**src/rtl/axi_lite_arbiter_pkg.sv**
```systemverilog
// Shared types and constants for the IFU/LSU AXI4-Lite arbiter.
package axi_lite_arbiter_pkg;

  typedef enum logic [1:0] {
    IDLE   = 2'd0,
    IFU_RD = 2'd1,
    LSU_RD = 2'd2,
    LSU_WR = 2'd3
  } arb_state_e;

  localparam logic [1:0] RESP_OKAY   = 2'b00;
  localparam logic [1:0] RESP_EXOKAY = 2'b01;
  localparam logic [1:0] RESP_SLVERR = 2'b10;
  localparam logic [1:0] RESP_DECERR = 2'b11;

  // Two-way round-robin choice: bit 0 = IFU, bit 1 = LSU.
  // last_grant = 1 means LSU was served last, so IFU wins a tie.
  function automatic logic [1:0] rr_pick(input logic [1:0] req, input logic last_grant);
    logic [1:0] gnt;
    if (req == 2'b11) begin
      gnt = last_grant ? 2'b01 : 2'b10;
    end else begin
      gnt = req;
    end
    return gnt;
  endfunction

endpackage

```
**src/rtl/axi_lite_arbiter_rr2.sv**
```systemverilog
// Two-way round-robin picker that remembers which requester was served last.
module arb_rr2
  import axi_lite_arbiter_pkg::*;
(
  input  logic       clk,
  input  logic       rst,
  input  logic [1:0] req,
  input  logic       grant_en,
  output logic [1:0] gnt
);

  logic last_grant_r;

  // One-hot grant, only offered while the arbiter is able to accept a new transaction
  always_comb begin
    gnt = 2'b00;
    if (grant_en) begin
      gnt = rr_pick(req, last_grant_r);
    end else begin
      gnt = 2'b00;
    end
  end

  // Remember the winner of every grant; reset favours IFU on the first tie
  always_ff @(posedge clk) begin
    if (!rst) begin
      last_grant_r <= 1'b1;
    end else if (grant_en && (gnt != 2'b00)) begin
      last_grant_r <= gnt[1];
    end else begin
      last_grant_r <= last_grant_r;
    end
  end

endmodule

```
**src/rtl/axi_lite_arbiter.sv**
```systemverilog
// Serialising AXI4-Lite arbiter: IFU (read-only) and LSU (read/write) share io_master,
// one transaction outstanding at a time, round-robin between the two requesters.
module axi_lite_arbiter
  import axi_lite_arbiter_pkg::*;
#(
  parameter int ADDR_W = 32,
  parameter int DATA_W = 32
) (
  input  logic                clk,
  input  logic                rst,
  // IFU read port
  input  logic                ifu_arvalid,
  input  logic [ADDR_W-1:0]   ifu_araddr,
  output logic                ifu_arready,
  output logic                ifu_rvalid,
  output logic [1:0]          ifu_rresp,
  output logic [DATA_W-1:0]   ifu_rdata,
  input  logic                ifu_rready,
  // LSU read/write port
  input  logic                lsu_arvalid,
  input  logic [ADDR_W-1:0]   lsu_araddr,
  output logic                lsu_arready,
  output logic                lsu_rvalid,
  output logic [1:0]          lsu_rresp,
  output logic [DATA_W-1:0]   lsu_rdata,
  input  logic                lsu_rready,
  input  logic                lsu_awvalid,
  input  logic [ADDR_W-1:0]   lsu_awaddr,
  output logic                lsu_awready,
  input  logic                lsu_wvalid,
  input  logic [DATA_W-1:0]   lsu_wdata,
  input  logic [DATA_W/8-1:0] lsu_wstrb,
  output logic                lsu_wready,
  output logic                lsu_bvalid,
  output logic [1:0]          lsu_bresp,
  input  logic                lsu_bready,
  // Downstream bus
  output logic                io_master_awvalid,
  output logic [ADDR_W-1:0]   io_master_awaddr,
  input  logic                io_master_awready,
  output logic                io_master_wvalid,
  output logic [DATA_W-1:0]   io_master_wdata,
  output logic [DATA_W/8-1:0] io_master_wstrb,
  input  logic                io_master_wready,
  input  logic                io_master_bvalid,
  input  logic [1:0]          io_master_bresp,
  output logic                io_master_bready,
  output logic                io_master_arvalid,
  output logic [ADDR_W-1:0]   io_master_araddr,
  input  logic                io_master_arready,
  input  logic                io_master_rvalid,
  input  logic [1:0]          io_master_rresp,
  input  logic [DATA_W-1:0]   io_master_rdata,
  output logic                io_master_rready
);

  arb_state_e state_r;
  logic       ar_done_r;
  logic       aw_done_r;
  logic       w_done_r;
  logic [1:0] req_s;
  logic [1:0] gnt_s;
  logic       lsu_wr_pend_s;

  assign lsu_wr_pend_s = lsu_awvalid & lsu_wvalid;
  assign req_s         = {lsu_wr_pend_s | lsu_arvalid, ifu_arvalid};

  arb_rr2 u_rr (
    .clk      (clk),
    .rst      (rst),
    .req      (req_s),
    .grant_en (state_r == IDLE),
    .gnt      (gnt_s)
  );

  // Transaction sequencing: grant from IDLE, track per-channel completion, return on response
  always_ff @(posedge clk) begin
    if (!rst) begin
      state_r   <= IDLE;
      ar_done_r <= 1'b0;
      aw_done_r <= 1'b0;
      w_done_r  <= 1'b0;
    end else begin
      case (state_r)
        IDLE: begin
          ar_done_r <= 1'b0;
          aw_done_r <= 1'b0;
          w_done_r  <= 1'b0;
          if (gnt_s[0]) begin
            state_r <= IFU_RD;
          end else if (gnt_s[1]) begin
            state_r <= lsu_wr_pend_s ? LSU_WR : LSU_RD;
          end else begin
            state_r <= IDLE;
          end
        end
        IFU_RD, LSU_RD: begin
          if (io_master_rvalid && io_master_rready) begin
            state_r   <= IDLE;
            ar_done_r <= 1'b0;
          end else begin
            state_r   <= state_r;
            ar_done_r <= ar_done_r | (io_master_arvalid & io_master_arready);
          end
        end
        LSU_WR: begin
          if (io_master_bvalid && io_master_bready) begin
            state_r   <= IDLE;
            aw_done_r <= 1'b0;
            w_done_r  <= 1'b0;
          end else begin
            state_r   <= state_r;
            aw_done_r <= aw_done_r | (io_master_awvalid & io_master_awready);
            w_done_r  <= w_done_r | (io_master_wvalid & io_master_wready);
          end
        end
        default: begin
          state_r   <= IDLE;
          ar_done_r <= 1'b0;
          aw_done_r <= 1'b0;
          w_done_r  <= 1'b0;
        end
      endcase
    end
  end

  // Combinational routing of the granted requester's channels onto io_master
  always_comb begin
    ifu_arready       = 1'b0;
    ifu_rvalid        = 1'b0;
    ifu_rresp         = 2'b00;
    ifu_rdata         = {DATA_W{1'b0}};
    lsu_arready       = 1'b0;
    lsu_rvalid        = 1'b0;
    lsu_rresp         = 2'b00;
    lsu_rdata         = {DATA_W{1'b0}};
    lsu_awready       = 1'b0;
    lsu_wready        = 1'b0;
    lsu_bvalid        = 1'b0;
    lsu_bresp         = 2'b00;
    io_master_awvalid = 1'b0;
    io_master_awaddr  = {ADDR_W{1'b0}};
    io_master_wvalid  = 1'b0;
    io_master_wdata   = {DATA_W{1'b0}};
    io_master_wstrb   = {(DATA_W/8){1'b0}};
    io_master_bready  = 1'b0;
    io_master_arvalid = 1'b0;
    io_master_araddr  = {ADDR_W{1'b0}};
    io_master_rready  = 1'b0;
    case (state_r)
      IFU_RD: begin
        io_master_arvalid = ifu_arvalid & ~ar_done_r;
        io_master_araddr  = ifu_araddr;
        ifu_arready       = io_master_arready & ~ar_done_r;
        ifu_rvalid        = io_master_rvalid;
        ifu_rresp         = io_master_rresp;
        ifu_rdata         = io_master_rdata;
        io_master_rready  = ifu_rready;
      end
      LSU_RD: begin
        io_master_arvalid = lsu_arvalid & ~ar_done_r;
        io_master_araddr  = lsu_araddr;
        lsu_arready       = io_master_arready & ~ar_done_r;
        lsu_rvalid        = io_master_rvalid;
        lsu_rresp         = io_master_rresp;
        lsu_rdata         = io_master_rdata;
        io_master_rready  = lsu_rready;
      end
      LSU_WR: begin
        io_master_awvalid = lsu_awvalid & ~aw_done_r;
        io_master_awaddr  = lsu_awaddr;
        lsu_awready       = io_master_awready & ~aw_done_r;
        io_master_wvalid  = lsu_wvalid & ~w_done_r;
        io_master_wdata   = lsu_wdata;
        io_master_wstrb   = lsu_wstrb;
        lsu_wready        = io_master_wready & ~w_done_r;
        // The response may only be taken once both address and data have been delivered
        lsu_bvalid        = io_master_bvalid & aw_done_r & w_done_r;
        lsu_bresp         = io_master_bresp;
        io_master_bready  = lsu_bready & aw_done_r & w_done_r;
      end
      default: begin
        ifu_arready = 1'b0;
      end
    endcase
  end

endmodule
```
**config.mk**
```make
export PLATFORM = sky130hd
export DESIGN_NAME = axi_lite_arbiter
export DESIGN_NICKNAME = d
export VERILOG_FILES = /design/src/rtl/axi_lite_arbiter_pkg.sv /design/src/rtl/axi_lite_arbiter_rr2.sv /design/src/rtl/axi_lite_arbiter.sv
export SDC_FILE = /design/constraint.sdc
export NUM_CORES = 1
export LEC_CHECK = 0
export ABC_AREA = 1
export CAP_MARGIN = 15
export CORE_AREA = 2 2 140 142
export DETAILED_ROUTE_END_ITERATION = 7
export DIE_AREA = 0 0 142 144
export PLACE_DENSITY = 0.53
export SLEW_MARGIN = 10
export SYNTH_ARGS = -nofsm -noshare
export SYNTH_HDL_FRONTEND = slang
export SYNTH_SLANG_ARGS = --single-unit
export TNS_END_PERCENT = 50
```
**constraint.sdc**
```tcl
create_clock -name clk -period 3.04 [get_ports clk]
set_input_delay 0.608 -clock clk [delete_from_list [all_inputs] [get_ports clk]]
set_output_delay 0.608 -clock clk [all_outputs]
set_load 0.005 [all_outputs]
```
==> summary.txt <==
Pwr
  • Power Dens Cells: 480.6 mW/mm2
  • Leak: 3.164 nW
  • Max VDD drop: 0.3914 mV
  • Total power: 2.881 mW

Hold path
  • Hold crit path type: register to register

Timing
  • RSZ-0062 raised after global routing: no
  • Slew headroom: 65.53%
  • F_max: 355.5 MHz
  • Max Slew Vio Count: 0
  • Layout Skew: 0.001225 ns
  • Worst-Margin Slew: 0.5163 ns
  • Fin crit period: 2.813 ns
  • Fin. Hold Viols: 0
  • Fin Setup TNS: 0 ns
  • Final Cycle Share: 92.53%
  • Final setup violation count: 0

Global routing
  • First-pass GRT wire length: 17360 um
  • Largest net degree at the start of global routing: 75
  • Gr usage total: 10.62%
  • Total grt overflow: 0
  • Vias in the first global route: 3245
  • Initial antenna violation count: 0

Drt
  • Vias: 3684
  • Drt pass-1 iters: 4
  • DRT iter0 DRCs: 158
  • Routed wire per std cell: 11.78 um
  • DRT Wirelength: 12400 um
  • DRC viols: 0
  • Antenna Nets Post-Route: 0
  • Via density: 3.502

Clocking
  • Max clock buf depth: 2
  • Sinks on Clock Net: 6
  • Clock latency on the worst-skew pair: 0.23 ns
  • Clock-pin transition on the worst setup and hold timing paths: 0.03 ns
  • CTS tree: done
  • Root Driver: clkbuf_16
  • Setup bufs post-CTS: 0
  • CTS resizes: 0
  • H-tree depth: 1
  • TritonCTS Buffers: 3
  • Hold_buf cts: 0

Job
  • Total of max-cap violations: 0

Floorplan
  • Die X: 142 um
  • Std-Cell Rows: 51
  • Die area: 0.02045 mm2
  • Area of the core: 0.01908 mm2
  • # IOs: 364
  • Starting Density: 11.03%
  • DIE HEIGHT: 144 um

Setup path
  • Crit end category: output pin
  • Critical path arrival: 2.20 ns
  • Kind of critical path: register to output pin
  • CP required: 2.43 ns
  • Crit start category: register
  • Worst Path Max Fanout: 28

Layout
  • Ant. Diodes: 0
  • NumNets Final: 1002
  • Share of post-route cells with drive strength above 1: 1.843%
  • Fill count: 2093
  • Post-route cell area: 0.005996 mm2
  • Layout area overhead: 184.9%

Synth
  • Cell Area, Synth: 0.002105 mm2
  • Synth cell types: 20
  • Seq cells post-synth: 6
  • Synth Area per Inst: 4.468 um2
  • Syn Inst Count: 471
  • Sequential area share after synthesis: 5.707%
  • Syn_nets: 657
  • Yosys warns: 0

Placement
  • Placed cell area: 0.005921 mm2
  • Routability congestion estimate from global placement: 0.7558
  • Final HPWL DP: 10200 um
  • I/O Buffers: 363

Outcome
  • Outcome: complete, no violations
==> metal layers <==
metal	track usage, %	routed length [um]	up-vias
li1	-	-	1989
met1	12.95	5031	1539
met2	19.58	6394	145
met3	1.788	823	11
met4	2.211	145	0
met5	0	0	-
==> where the power goes <==
| part | switching, mW | internal [mW] | leakage (nW) |
|---|---|---|---|
| clock | 0.0474 | 0.169 | 0.0370 |
| combinational | 1.19 | 1.36 | 3.08 |
| sequential | 0.0196 | 0.100 | 0.0491 |
==> sequential cells by signal (all words and copies together), names as in the netlist <==
name / cells
w_done_r: 1
state_r: 2
aw_done_r: 1
u_rr.last_grant_r: 1
ar_done_r: 1
==> cell families after synthesis <==
| logic type | count (synthesis) | synth area share [%] |
|---|---|---|
| AND/OR/NAND/NOR | 246 | 46.02 |
| buffers and inverters | 175 | 35.43 |
| AO/OA/AOI/OAI | 40 | 10.46 |
| flip-flops | 6 | 5.708 |
| adder cells (fa/ha/maj) | 4 | 2.378 |
==> area by class of cell <==
cell class	instances	area, um2	share of cell area (%)
timing repair buffer	367	3701	61.73
multi-input combinational	290	1246	20.78
inverter	148	555.5	9.265
tap	238	297.8	4.967
sequential	6	120.1	2.003
clock buffer	3	75.07	1.252
==> worst paths after layout <==
kind	from	endpoint	slack, ns	cells past startpoint
hold reg to reg	u_rr.last_grant_r	u_rr.last_grant_r	0.46	2
setup / recovery	state_r[0]	io_master_araddr[20]	0.23	6
hold / removal	u_rr.last_grant_r	u_rr.last_grant_r	0.46	2
setup reg to reg	state_r[1]	state_r[0]	1.37	10
==> layout by cell type, fill, tap and decap left out <==
cell type	instances
clkdlybuf4s50_1	363
nand2_1	220
inv_1	147
a21oi_1	35
nor2_1	10
nor3b_1	6
nand3_1	6
dfxtp_1	6
ha_2	3
clkbuf_16	3
buf_12	3
nand2_2	2
a41oi_1	2
inv_2	1
nand3_2	1
nand3b_1	1
o21ai_4	1
a31oi_1	1
o21ai_0	1
ha_1	1
buf_4	1
==> cells in the mapped netlist <==
cell      instances  area, um2
clkbuf_1          1      3.750
inv_1           147      551.8
ha_1              4      50.05
nand3_2           1      10.01
nand3b_1          1      7.510
a21oi_1          35      175.2
nor2_1           10      37.54
nand3_1           6      30.03
a41oi_1           2      17.52
nor3b_1           6      45.04
inv_2             1      3.750
buf_6             7      78.83
o21ai_0           1      5.000
o21ai_4           1      16.27
dfxtp_1           6      120.1
nand2_2           2      12.51
nand2_1         220      825.8
buf_4             5      37.54
buf_2            14      70.07
a31oi_1           1      6.260
==> critical path, stage by stage, from the launching register on <==
cell	delay, ns
dfxtp_1	0.37
inv_1	0.09
ha_1	0.33
inv_2	0.40
buf_4	0.26
a21oi_1	0.05
clkdlybuf4s50_1	0.45
==> through the flow <==
step                cells  utilization (%)  hold slack, ns  worst slack [ns]
finish               1052            31.42          0.4559            0.2271
floorplan             471                -          0.4287             1.222
global placement     1049            31.03          0.4569            0.4633
global route         1052            31.42          0.4869           0.05851
CTS                  1052            31.42          0.4676            0.2038
detailed placement   1049            31.03          0.4589            0.4548
Note: power is estimated with default switching activity, not from simulation.
